[src/rtl/complex_multiplier_param.sv]
// complex_multiplier_param: iterative signed complex multiplier, P = X * Y.
// One shared shift-add multiplier computes the four W x W partial products
// serially (W cycles each) into real/imag accumulators. Latency 4*W+1 cycles.
// Optional build macro CPLX_CONJ_EN adds input conj_y selecting X * conj(Y).
module complex_multiplier_param #(
  parameter int unsigned W = 8
) (
  input  logic             clk,
  input  logic             rst,
  input  logic             start,
`ifdef CPLX_CONJ_EN
  input  logic             conj_y,
`endif
  input  logic [2*W-1:0]   x_in,
  input  logic [2*W-1:0]   y_in,
  output logic             ready,
  output logic             done,
  output logic [2*W:0]     res_re,
  output logic [2*W:0]     res_im
);

  localparam int unsigned OUT_W = 2 * W + 1;
  localparam int unsigned PW    = 2 * W;
  localparam int unsigned CW    = (W > 1) ? $clog2(W) : 1;

  typedef enum logic [1:0] {IDLE = 2'd0, MUL = 2'd1, FIN = 2'd2} state_t;

  state_t state, state_nxt;

  logic signed [W-1:0]     a, b, c, d;
  logic                    conj_q;
  logic signed [OUT_W-1:0] rr, ir;
  logic signed [PW-1:0]    p;
  logic [CW-1:0]           cnt;
  logic [1:0]              idx;

  logic                    last_bit;
  logic                    load, step, fin;
  logic                    ready_d, done_d;
  logic signed [W-1:0]     mcand, mplier;
  logic                    sub, to_im;
  logic signed [PW-1:0]    mcand_ext, pp, p_sum;
  logic signed [OUT_W-1:0] prod_ext;

  assign last_bit = (cnt == CW'(W - 1));

  // State register
  always_ff @(posedge clk or posedge rst) begin
    if (rst) state <= IDLE;
    else     state <= state_nxt;
  end

  // Next-state logic
  always_comb begin
    state_nxt = state;
    case (state)
      IDLE:    if (start) state_nxt = MUL;
      MUL:     if (idx == 2'd3 && last_bit) state_nxt = FIN;
      FIN:     state_nxt = IDLE;
      default: state_nxt = IDLE;
    endcase
  end

  // Control decode and next values of the registered handshake outputs
  always_comb begin
    load    = 1'b0;
    step    = 1'b0;
    fin     = 1'b0;
    done_d  = 1'b0;
    ready_d = (state_nxt == IDLE);
    case (state)
      IDLE:    load = start;
      MUL:     step = 1'b1;
      FIN:     begin fin = 1'b1; done_d = 1'b1; end
      default: ;
    endcase
  end

  // Partial-product schedule: ac, bd, ad, bc; conj flips the signs of bd and ad
  always_comb begin
    mcand  = a;
    mplier = c;
    sub    = 1'b0;
    to_im  = 1'b0;
    case (idx)
      2'd0:    begin mcand = a; mplier = c; end
      2'd1:    begin mcand = b; mplier = d; sub = ~conj_q; end
      2'd2:    begin mcand = a; mplier = d; to_im = 1'b1; sub = conj_q; end
      default: begin mcand = b; mplier = c; to_im = 1'b1; end
    endcase
  end

  // One shift-add step; the multiplier MSB carries negative weight
  always_comb begin
    mcand_ext = {{W{mcand[W-1]}}, mcand};
    pp        = mplier[cnt] ? (mcand_ext << cnt) : '0;
    p_sum     = last_bit ? (p - pp) : (p + pp);
    prod_ext  = {p_sum[PW-1], p_sum};
  end

  // Operand capture, iterative multiply and accumulation
  always_ff @(posedge clk or posedge rst) begin
    if (rst) begin
      a      <= '0;
      b      <= '0;
      c      <= '0;
      d      <= '0;
      conj_q <= 1'b0;
      rr     <= '0;
      ir     <= '0;
      p      <= '0;
      cnt    <= '0;
      idx    <= '0;
    end else if (load) begin
      a      <= x_in[2*W-1:W];
      b      <= x_in[W-1:0];
      c      <= y_in[2*W-1:W];
      d      <= y_in[W-1:0];
`ifdef CPLX_CONJ_EN
      conj_q <= conj_y;
`else
      conj_q <= 1'b0;
`endif
      rr     <= '0;
      ir     <= '0;
      p      <= '0;
      cnt    <= '0;
      idx    <= '0;
    end else if (step) begin
      if (last_bit) begin
        if (to_im) ir <= sub ? (ir - prod_ext) : (ir + prod_ext);
        else       rr <= sub ? (rr - prod_ext) : (rr + prod_ext);
        p   <= '0;
        cnt <= '0;
        idx <= idx + 2'd1;
      end else begin
        p   <= p_sum;
        cnt <= cnt + CW'(1);
      end
    end
  end

  // Registered outputs: handshake flags and result hold registers
  always_ff @(posedge clk or posedge rst) begin
    if (rst) begin
      ready  <= 1'b1;
      done   <= 1'b0;
      res_re <= '0;
      res_im <= '0;
    end else begin
      ready <= ready_d;
      done  <= done_d;
      if (fin) begin
        res_re <= rr;
        res_im <= ir;
      end
    end
  end

endmodule

[config.mk]
export PLATFORM = sky130hd
export DESIGN_NAME = complex_multiplier_param
export DESIGN_NICKNAME = d
export VERILOG_FILES = /design/src/rtl/complex_multiplier_param.sv
export SDC_FILE = /design/constraint.sdc
export NUM_CORES = 1
export LEC_CHECK = 0
export BUFFER_PORTS_ARGS = -buffer_cell sky130_fd_sc_hd__buf_4
export CELL_PAD_IN_SITES_DETAIL_PLACEMENT = 1
export CELL_PAD_IN_SITES_GLOBAL_PLACEMENT = 1
export CORE_MARGIN = 5
export CORE_UTILIZATION = 31
export CTS_CLUSTER_SIZE = 8
export DETAILED_ROUTE_END_ITERATION = 16
export PLACE_DENSITY = 0.59
export SLEW_MARGIN = 15
export SYNTH_ARGS = -nofsm -noshare
export SYNTH_HDL_FRONTEND = slang
export SYNTH_SLANG_ARGS = --single-unit
[constraint.sdc]
create_clock -name clk -period 6.4 [get_ports clk]
set_input_delay 0.64 -clock clk [delete_from_list [all_inputs] [get_ports clk]]
set_output_delay 0.64 -clock clk [all_outputs]
set_load 0.02 [all_outputs]
# Yosys cells after proc, flatten, opt, wreduce, memory -nomap -nowiden
# Cells that the tools add are included.
# totals
regBits	125
inputBits	35
out_inout_bits	36
word_cells	76
# op_classes
n_addsub	8
magnitude_cmp	1
eq_ne	7
n_shift	1
muxes	32
n_reduce_logical	13
# op_table
op	n
17-bit 2-to-1 mux	10
16-bit 2-to-1 mux	5
17-bit by 16-bit adder with 17-bit output	2
17-bit by 16-bit subtractor with 17-bit output	2
16-bit adder	1
8-bit 2-to-1 mux	2
16-bit by 3-bit << shifter with 16-bit output	1
16-bit subtractor	1
2-bit 2-to-1 mux	5
3-bit 2-to-1 mux	3
2-bit == test (second input constant)	3
2-bit zero test	3
3-bit AND reduction	2
2-bit nonzero test	3
2-bit OR reduction	3
1-bit 2-to-1 mux	5
2-bit by 1-bit == test with 1-bit output (second input constant)	2
3-bit by 4-bit < comparator with 1-bit output (second input constant)	1
2-bit one-hot mux with 2 select lines	1
3-bit by 1-bit adder with 3-bit output (second input constant)	1
1-bit binary-select mux with 3-bit select	1
3-bit == test (second input constant)	1
2-bit by 1-bit adder with 2-bit output (second input constant)	1
2-bit by 1-bit != test with 1-bit output (second input constant)	1
other kinds (2)	2

# Logic depth before layout (Yosys ltp)
# Gate-level depths: netlist of run 1.
# depth
ltp_word	14
ltp_mapped	31
depth_no_buf	30

# Least setup slack after synthesis of run 1
# OpenSTA, ideal clock, no wires.
# synth_timing
kind	register -> register
startpoint	register idx[0]
endpoint	register rr[16]
setup_ns	0.082
arrival_ns	6.097
required_ns	6.318
slack_ns	0.221
stages_incl_launch_ff	28
path_buffers	2
synth_period_minus_slack_ns	6.179
cell_sequence	dfrtp_1 inv_1 ha_1 buf_2 or3b_1 a211oi_1 a211oi_1 a311o_1 and2_1 nor2b_1 a21oi_1 xnor2_1 ha_1 buf_6 mux2_4 a311o_1 a311oi_2 xor2_1 ha_1 and3_1 a211oi_1 o21ai_0 a221oi_1 nor4_1 a211oi_1 xor2_1 a21oi_1 o22ai_1
# synth_via
elab_chain_len	14
word_cells_on_any_way	25
cone_classes	4 x add/sub; 2 x eq/ne; 1 x shift; 12 x mux; 6 x reduce/logical
# synth_rtl
element	line	rtl
from (decl)	35	logic [1:0] idx;
from (signal assigned)	135	idx <= idx + 2'd1;
2-bit == test or 2-bit by 1-bit == test with 1-bit output (tied branches)	--	
2-bit OR reduction (no line)	--	
8-bit 2-to-1 mux	85	case (idx)
1-bit binary-select mux with 3-bit select	96	pp = mplier[cnt] ? (mcand_ext << cnt) : '0;
1-bit 2-to-1 mux (not written as such)	96	
16-bit 2-to-1 mux	96	
16-bit adder or 16-bit subtractor (tied branches)	97	p_sum = last_bit ? (p - pp) : (p + pp);
16-bit 2-to-1 mux	97	
17-bit by 16-bit adder with 17-bit output or 17-bit by 16-bit subtractor with 17-bit output (tied branches)	132	else rr <= sub ? (rr - prod_ext) : (rr + prod_ext);
17-bit 2-to-1 mux	132	
17-bit 2-to-1 mux	131	if (to_im) ir <= sub ? (ir - prod_ext) : (ir + prod_ext);
17-bit 2-to-1 mux	130	if (last_bit) begin
17-bit 2-to-1 mux	129	end else if (step) begin
17-bit 2-to-1 mux	114	end else if (load) begin
to (signal assigned)	132	
to (decl)	32	logic signed [OUT_W-1:0] rr, ir;
# Several ways; a longest one is shown, not always the timed one. The select of a mux whose other input is x is not followed.
# A chain may end at the register's enable or synchronous reset.

# Worst setup path after layout of run 1
# layout_timing
startpoint	register idx[1]
endpoint	register rr[13]
# Same word-level chain as after synthesis.

==> results of run 1 <==
==> how the worst max path moves through the flow <==
stage / start / endpoint / slack [ns] / cells past startpoint
after floorplan: idx[0] / rr[16] / 0.22 / 27
after global placement: idx[0] / rr[16] / -0.1 / 27
after detailed placement: idx[1] / rr[16] / -0.34 / 27
after CTS: idx[0] / rr[16] / -0.04 / 27
after global routing: idx[0] / ir[15] / -0.08 / 31
final: idx[1] / rr[13] / 0.20 / 26
==> cells by family after synthesis <==
logic type,count (synthesis)
DFF,125
xor gates and xnor gates,57
muxes,76
AOI/OAI and AO/OA,241
buffers and inverters,83
adders and majority gates,55
and+or+nand+nor,233
==> flip-flops by register name, indices dropped and copies added, names as in the netlist <==
| register | cells |
|---|---|
| a | 8 |
| b | 8 |
| c | 8 |
| cnt | 3 |
| d | 8 |
| done | 1 |
| idx | 2 |
| ir | 17 |
| p | 16 |
| ready | 1 |
| res_im | 17 |
| res_re | 17 |
| rr | 17 |
| state | 2 |
==> synthesized netlist by cell type (10+ instances only) <==
library cell  count  area, µm²
nor2b_1          13       81.3
xnor2_1          33        289
nand3_1          12       60.1
nand2_1          94        353
nor3_1           17       85.1
dfrtp_1         124       3100
ha_1             47        588
a21o_1           16        120
mux4_2           14        315
a31oi_1          12       75.1
mux2_2           53        597
o21ai_0          57        285
inv_1            42        158
o22ai_1          10       62.6
a211oi_1         15        113
clkbuf_1         29        109
xor2_1           24        210
a21oi_1          44        220
nand2b_1         12       75.1
a22o_1           13        114
nor2_1           52        195
==> worst reg2reg max path: cells and delay by family, from the launching register on <==
kind	cells	cell delay [ns]
adder cells (fa/ha/maj)	6	1.84
AO/OA/AOI/OAI	9	1.77
AND/OR/NAND/NOR	8	1.67
flip-flops	1	0.41
XOR/XNOR	2	0.37
buffers and inverters	1	0.06
==> area by class of cell <==
cell class                 count  area (µm²)
clock buffer                  19         443
multi-input combinational    662        5260
timing repair buffer         141        1060
sequential                   125        3130
tap                          341         427
clock inverter                13         153
inverter                      42         163
fill                        3029       16100
==> what timing repair did <==
action                                 in CTS  in global routing
pin swaps                                   1                 32
resized for setup                          10                 72
setup buffers                               1                 19
setup endpoints to repair                   9                 12
endpoints found under the hold margin       0                  0
==> through the flow <==
stage	cell area (µm²)	std cells	hold slack [ns]	setup WS, ns
after floorplan	8360	870	0.450	0.221
after global placement	9530	1291	0.461	-0.0991
after detailed placement	9530	1291	0.470	-0.345
after CTS	10200	1324	0.300	-0.0366
after global routing	10600	1343	0.337	-0.0755
final	10600	1343	0.282	0.203
==> layer usage <==
metal / track usage / share of wire / vias up
met1: 0.200 / 0.47 / 3426
met2: 0.258 / 0.49 / 106
met4: 0.0287 / 0.0081 / 0
li1: - / - / 3401
met3: 0.0274 / 0.028 / 16
met5: 0 / 0 / -
==> impl_metrics.yaml, run 1 <==
setup_path:
  reg2regPathDepth: 26
  crit_arrival_ns: 6.54
  critical-path-max-stage-delay_ns: 0.41
  cpLargestDelayFamily: "adder cells"
  r2r_end: "rr[13]"
  critPathCaptureType: "register"
  worstSetupStartpointType: "register"
  cp_slowest_cell: "dfrtp_2"
  cp_num_buf_inv: 1
  path_class: "register to register"
  r2r_slack_ns: 0.20
  critPathRequiredTime_ns: 6.74
  r2r-start: "idx[1]"
  crit_fanout: 6
place:
  gp_congestion: 0.881
  portBuffers: 70
  hpwlAfterDp_um: 16900
routing:
  dr.pass1.iters: 4
  post_drt_wl_per_cell_um: 16.9
  drt_iter0_drc: 272
  drc: 0
  routed_via_density: 5.17
  final_antenna_net_count: 0
  wl_um: 22700
  vias: 6949
clock_tree:
  clk_pin_slew_worst_paths_ns: 0.06
  cts.path.max_buffers: 2
  ctsHoldBuffers: 0
  cts_made_buffers: 17
  cts_max_level: 4
  clock-sinks: 125
  clock-root-buffer: "clkbuf_16"
  clk_latency_ns: 0.42
  cts_tree: "yes"
synth:
  postSynth.asyncResetShare: 1.00
  ys_warn_count: 0
  synth.distinct_cells: 72
  syn_inst: 870
  synthXorXnorAreaFrac: 0.0597
  synth_top_family_by_area: "compound AO/OA/AOI/OAI gates"
  synth.area.mux_share: 0.120
  avgSynthCellArea_um2: 9.61
  yosys.area_share.simple: 0.129
  syn-cell-area_um2: 8360
  synth_flop_cell: "dfrtp_1"
  synth_edf_count: 0
  seq_area_frac_synth: 0.374
  synth_compound_area_frac: 0.192
  syn-num-nets: 955
  yosys_register_bits: 125
  synthAdderAreaFrac: 0.0838
timing:
  hold_viol: 0
  max_slew_margin: 0.346
  fin_setup_tns_ns: 0
  fmax_mhz: 161
  fin_crit_sh: 0.968
  tightest_slew_ns: 0.981
  slew_violations: 0
  min_period_ns: 6.20
  skew_ns: 0.0111
  setup_violations: 0
floorplan:
  initial_core_util: 0.313
  die_h_um: 174
  rows: 60
  io_pins: 71
  core_area_um2: 26700
  die_w_um: 174
  dieArea_um2: 30300
finish:
  final_cell_mix: "buf_4, dfrtp_1, nand2_1, o21ai_0, mux2_2"
  final_common_cell: "buf_4"
  layout-drive-gt1-share: 0.319
  fin_util: 0.398
  diodes: 0
  syn_to_final_growth_pct: 27.3
  fin_nets: 1074
global_routing:
  grt_use_total: 0.150
  overflow: 0
  antenna_found_initial: 0
  grt_pass1_wl_um: 37900
  first_global_vias: 7310
  grt_start_max_net_pins: 66
job:
  maxCapViolCount: 0
status:
  status: "finished, final reports clean"
worst_hold_path:
  worstHoldPathType: "input port to async pin"
Power of run 1 is not shown: default switching activity piles up to over one toggle a cycle in this logic, so the estimate is an artifact.
==> run 2, diff against run 1 <==
Settings changed: CORE_UTILIZATION 31 to 43, PLACE_DENSITY 0.59 to 0.77.
==> run 2 against run 1 <==
- non-clock buffer count fell by 3
- final area fell by 1.2%
- count of clock-buffer cells in the layout rose by 1
- critical endpoint unchanged
- highest routed layer unchanged
==> impl_metrics.yaml, run 2 (synthesis results as in run 1) <==
timing:
  skew_ns: 0.00751
  tightest_slew_ns: 0.964
  fmax_mhz: 162
  fin_crit_sh: 0.964
  rsz0062_at_grt: "yes"
  slew_violations: 0
  max_slew_margin: 0.358
  fin_ws_ns: 0.229
  hold_viol: 0
  min_period_ns: 6.17
  setup_violations: 0
status:
  status: "finished, final reports clean"
routing:
  routed_via_density: 5.63
  vias: 7115
  drc: 0
  wl_um: 23600
  drt_iter0_drc: 294
  post_drt_wl_per_cell_um: 18.7
  final_antenna_net_count: 0
  dr.pass1.iters: 4
setup_path:
  crit_fanout: 4
  cp_slowest_cell: "or3b_4"
  path_depth: 27
  path_class: "register to register"
  cpLargestDelayFamily: "adder cells"
  critPathRequiredTime_ns: 6.74
  cp_num_buf_inv: 2
  critical-path-max-stage-delay_ns: 0.41
  crit_arrival_ns: 6.51
  reg2regPathDepth: 27
  worstSetupStartpointType: "register"
  critPathCaptureType: "register"
global_routing:
  grt_use_total: 0.210
  overflow: 0
  antenna_found_initial: 0
  grt_start_max_net_pins: 74
  first_global_vias: 7497
  grt_pass1_wl_um: 37900
clock_tree:
  clk_pin_slew_worst_paths_ns: 0.06
  cts_tree: "yes"
  cts_made_buffers: 17
  clock-sinks: 125
  clk_latency_ns: 0.42
  clock-root-buffer: "clkbuf_16"
  cts.path.max_buffers: 2
  cts_max_level: 4
place:
  hpwlAfterDp_um: 17000
  portBuffers: 70
  place_ws_ns: -0.207
  gp_congestion: 0.884
finish:
  nFillCells: 2159
  fin_nets: 1071
  final_common_cell: "buf_4"
  syn_to_final_growth_pct: 25.7
  layout-drive-gt1-share: 0.314
  final_cell_mix: "buf_4, dfrtp_1, nand2_1, o21ai_0, mux2_2"
  diodes: 0
floorplan:
  rows: 51
  dieArea_um2: 22300
  core_area_um2: 19300
  die_w_um: 149
  initial_core_util: 0.434
  io_pins: 71
  die_h_um: 149
job:
  maxCapViolCount: 0
worst_hold_path:
  worstHoldPathType: "input port to async pin"
[run 2: worst paths after layout]
| path | start | end | slack [ns] |
|---|---|---|---|
| worst max-delay path | idx[0] | rr[13] | 0.23 |
| worst min-delay path | rst | d[0] | 0.44 |
| worst max register to register | idx[0] | rr[13] | 0.23 |
| worst min register to register | res_im[1] | res_im[1] | 0.48 |
| max in group asynchronous | rst | res_re[13] | 4.66 |
| min in group clk | y_in[15] | c[7] | 0.45 |
[run 2: routing by layer]
layer  routed length (µm)  vias up  part of all wire  GRT usage
met5                    0        -                 0          0
met4                  382        0             0.016     0.0645
met3                  719       32             0.030     0.0318
met2                12300      131              0.52      0.371
met1                10200     3554              0.43      0.265
li1                     -     3398                 -          -
[run 2: per-stage QoR]
step | std cells | util | hold WS (ns) | area [µm²] | TNS (ns)
final | 1264 | 0.545 | 0.437 | 10500 | 0
after global routing | 1264 | 0.545 | 0.438 | 10500 | -0.315
after CTS | 1256 | 0.527 | 0.438 | 10200 | 0
after detailed placement | 1220 | 0.491 | 0.474 | 9470 | -0.380
after global placement | 1220 | 0.491 | 0.463 | 9470 | 0
after floorplan | 870 | - | 0.450 | 8360 | 0
[run 2: what timing repair did]
action	CTS	global route
buffers inserted	4	7
hold endpoints to repair	0	0
endpoints found under the setup margin	6	11
cloned	0	1
resized for setup	12	60
hold buffers	0	0
pin swaps	3	29
[run 2: final cells by class]
class                   instances  area (µm²)  share of cell area
multi-input cells             662        5250               0.499
clock buffers                  20         467              0.0444
repair buffers                138        1040              0.0987
flip-flops and latches        125        3130               0.298
well taps                     265         332              0.0316
inverters                      42         160              0.0152
clock inverters                12         135              0.0129
Power of run 2 is left out for the same reason.
==> run 3, diff against run 2 <==
Settings changed: PLACE_DENSITY 0.77 to 0.89.
==> run 3 against run 2 <==
- the run now ends with negative setup slack left
- highest routed layer unchanged
- global-route usage increased by 1.1 points
- critical path type unchanged
- register-to-register slack worse by 0.43 ns
- critical endpoint is now rr[16]
- die area stayed put
- utilization fell by 0.34 points
- sequential share of layout area grew 0.23 points
==> impl_metrics.yaml, run 3 (synthesis results as in run 1) <==
global_routing:
  grt_start_max_net_pins: 78
  met1_usage: 0.262
  grt_use_total: 0.221
  grt_pass1_wl_um: 39300
  first_global_vias: 7643
  met3_usage: 0.0400
  met2_usage: 0.404
  gr-max-usage-layer: "met2"
  antenna_found_initial: 0
  overflow: 0
setup_path:
  critPathCaptureType: "register"
  critPathRequiredTime_ns: 6.74
  crit_fanout: 9
  path_class: "register to register"
  worstSetupStartpointType: "register"
  reg2regPathDepth: 26
  crit_arrival_ns: 6.95
finish:
  diodes: 0
  final_common_cell: "buf_4"
  fin_nets: 1057
  final_cell_mix: "buf_4, dfrtp_1, nand2_1, o21ai_0, mux2_2"
  layout-drive-gt1-share: 0.313
  syn_to_final_growth_pct: 24.9
floorplan:
  die_w_um: 149
  io_pins: 71
  initial_core_util: 0.434
  die_h_um: 149
  rows: 51
  core_area_um2: 19300
  dieArea_um2: 22300
routing:
  final_antenna_net_count: 0
  post_drt_wl_per_cell_um: 20.8
  routed_via_density: 5.88
  drc: 0
  vias: 7352
  dr.pass1.iters: 5
  drt_iter0_drc: 442
  wl_um: 26000
clock_tree:
  clk_pin_slew_worst_paths_ns: 0.06
  cts.path.max_buffers: 2
  clock-root-buffer: "clkbuf_16"
  clk_latency_ns: 0.44
  ctsHoldBuffers: 0
  cts_made_buffers: 17
  cts_max_level: 4
  clock-sinks: 125
  cts_tree: "yes"
timing:
  fin_setup_tns_ns: -0.246
  fin_ws_ns: -0.204
  slew_violations: 0
  max_slew_margin: 0.330
  skew_ns: 0.0193
  min_period_ns: 6.60
  setup_violations: 2
  rsz0062_at_grt: "yes"
  tightest_slew_ns: 1.00
  hold_viol: 0
  fmax_mhz: 151
  fin_crit_sh: 1.03
worst_hold_path:
  worstHoldPathType: "input port to async pin"
place:
  hpwlAfterDp_um: 17100
  gp_congestion: 0.891
  portBuffers: 70
status:
  status: "complete, but fails checks"
  violations: "negative setup slack"
job:
  maxCapViolCount: 0
-- run 3: path summary, 6_finish.rpt --
| kind | start | end | slack (ns) |
|---|---|---|---|
| max in group asynchronous | rst | p[8] | 4.66 |
| worst min-delay path | rst | d[0] | 0.30 |
| min in group clk | x_in[12] | a[4] | 0.43 |
| worst min register to register | res_re[11] | res_re[11] | 0.48 |
| worst max-delay path | idx[1] | rr[16] | -0.20 |
| worst max register to register | idx[1] | rr[16] | -0.20 |
-- run 3: what timing repair did --
item | 4_1_cts | 5_1_grt
pin swaps | 6 | 37
setup endpoints to repair | 10 | 12
resized for setup | 25 | 66
gates cloned | 0 | 0
setup buffers | 1 | 16
-- run 3: critical path, cell delays in order, from the launching register on --
cell	delay, ns
dfrtp_2	0.43
inv_4	0.06
ha_4	0.20
or3b_4	0.42
a211oi_1	0.36
a211oi_2	0.09
o32a_1	0.36
nor2_1	0.20
xor2_1	0.20
ha_2	0.37
or3b_1	0.19
o211ai_1	0.13
a311oi_4	0.35
o31a_1	0.28
a31oi_1	0.12
xor2_1	0.33
ha_1	0.35
a21oi_2	0.23
nor2b_4	0.08
a211oi_4	0.35
o21ai_2	0.16
a221oi_2	0.34
nor4_2	0.11
a211oi_2	0.24
xor2_1	0.24
a21oi_1	0.11
o22ai_1	0.20
-- run 3: layout make-up --
class / count / area (µm²)
Multi-Input combinational cell: 662 / 5280
Fill cell: 2154 / 8830
Clock inverter: 14 / 160
Clock buffer: 18 / 429
Sequential cell: 125 / 3130
Inverter: 42 / 163
Timing Repair Buffer: 124 / 943
Tap cell: 265 / 332
-- run 3: per-layer routing --
layer,part of all wire,vias to the layer above,routed length [µm]
met3,0.034,56,883
met5,0,-,0
met1,0.41,3728,10700
met2,0.53,205,13800
li1,-,3363,-
met4,0.023,0,592
-- run 3: per-stage QoR --
| stage | hold slack (ns) | std cells | instance area [µm²] | worst slack [ns] | utilization |
|---|---|---|---|---|---|
| 3_5_place_dp | 0.472 | 1201 | 9340 | -0.336 | 0.484 |
| 3_3_place_gp | 0.464 | 1201 | 9340 | -0.0165 | 0.484 |
| 6_report | 0.295 | 1250 | 10400 | -0.204 | 0.542 |
| 2_1_floorplan | 0.450 | 870 | 8360 | 0.221 | - |
| 5_1_grt | 0.340 | 1250 | 10400 | -0.353 | 0.542 |
| 4_1_cts | 0.310 | 1234 | 10000 | 0.00446 | 0.521 |
Power of run 3 is left out for the same reason.
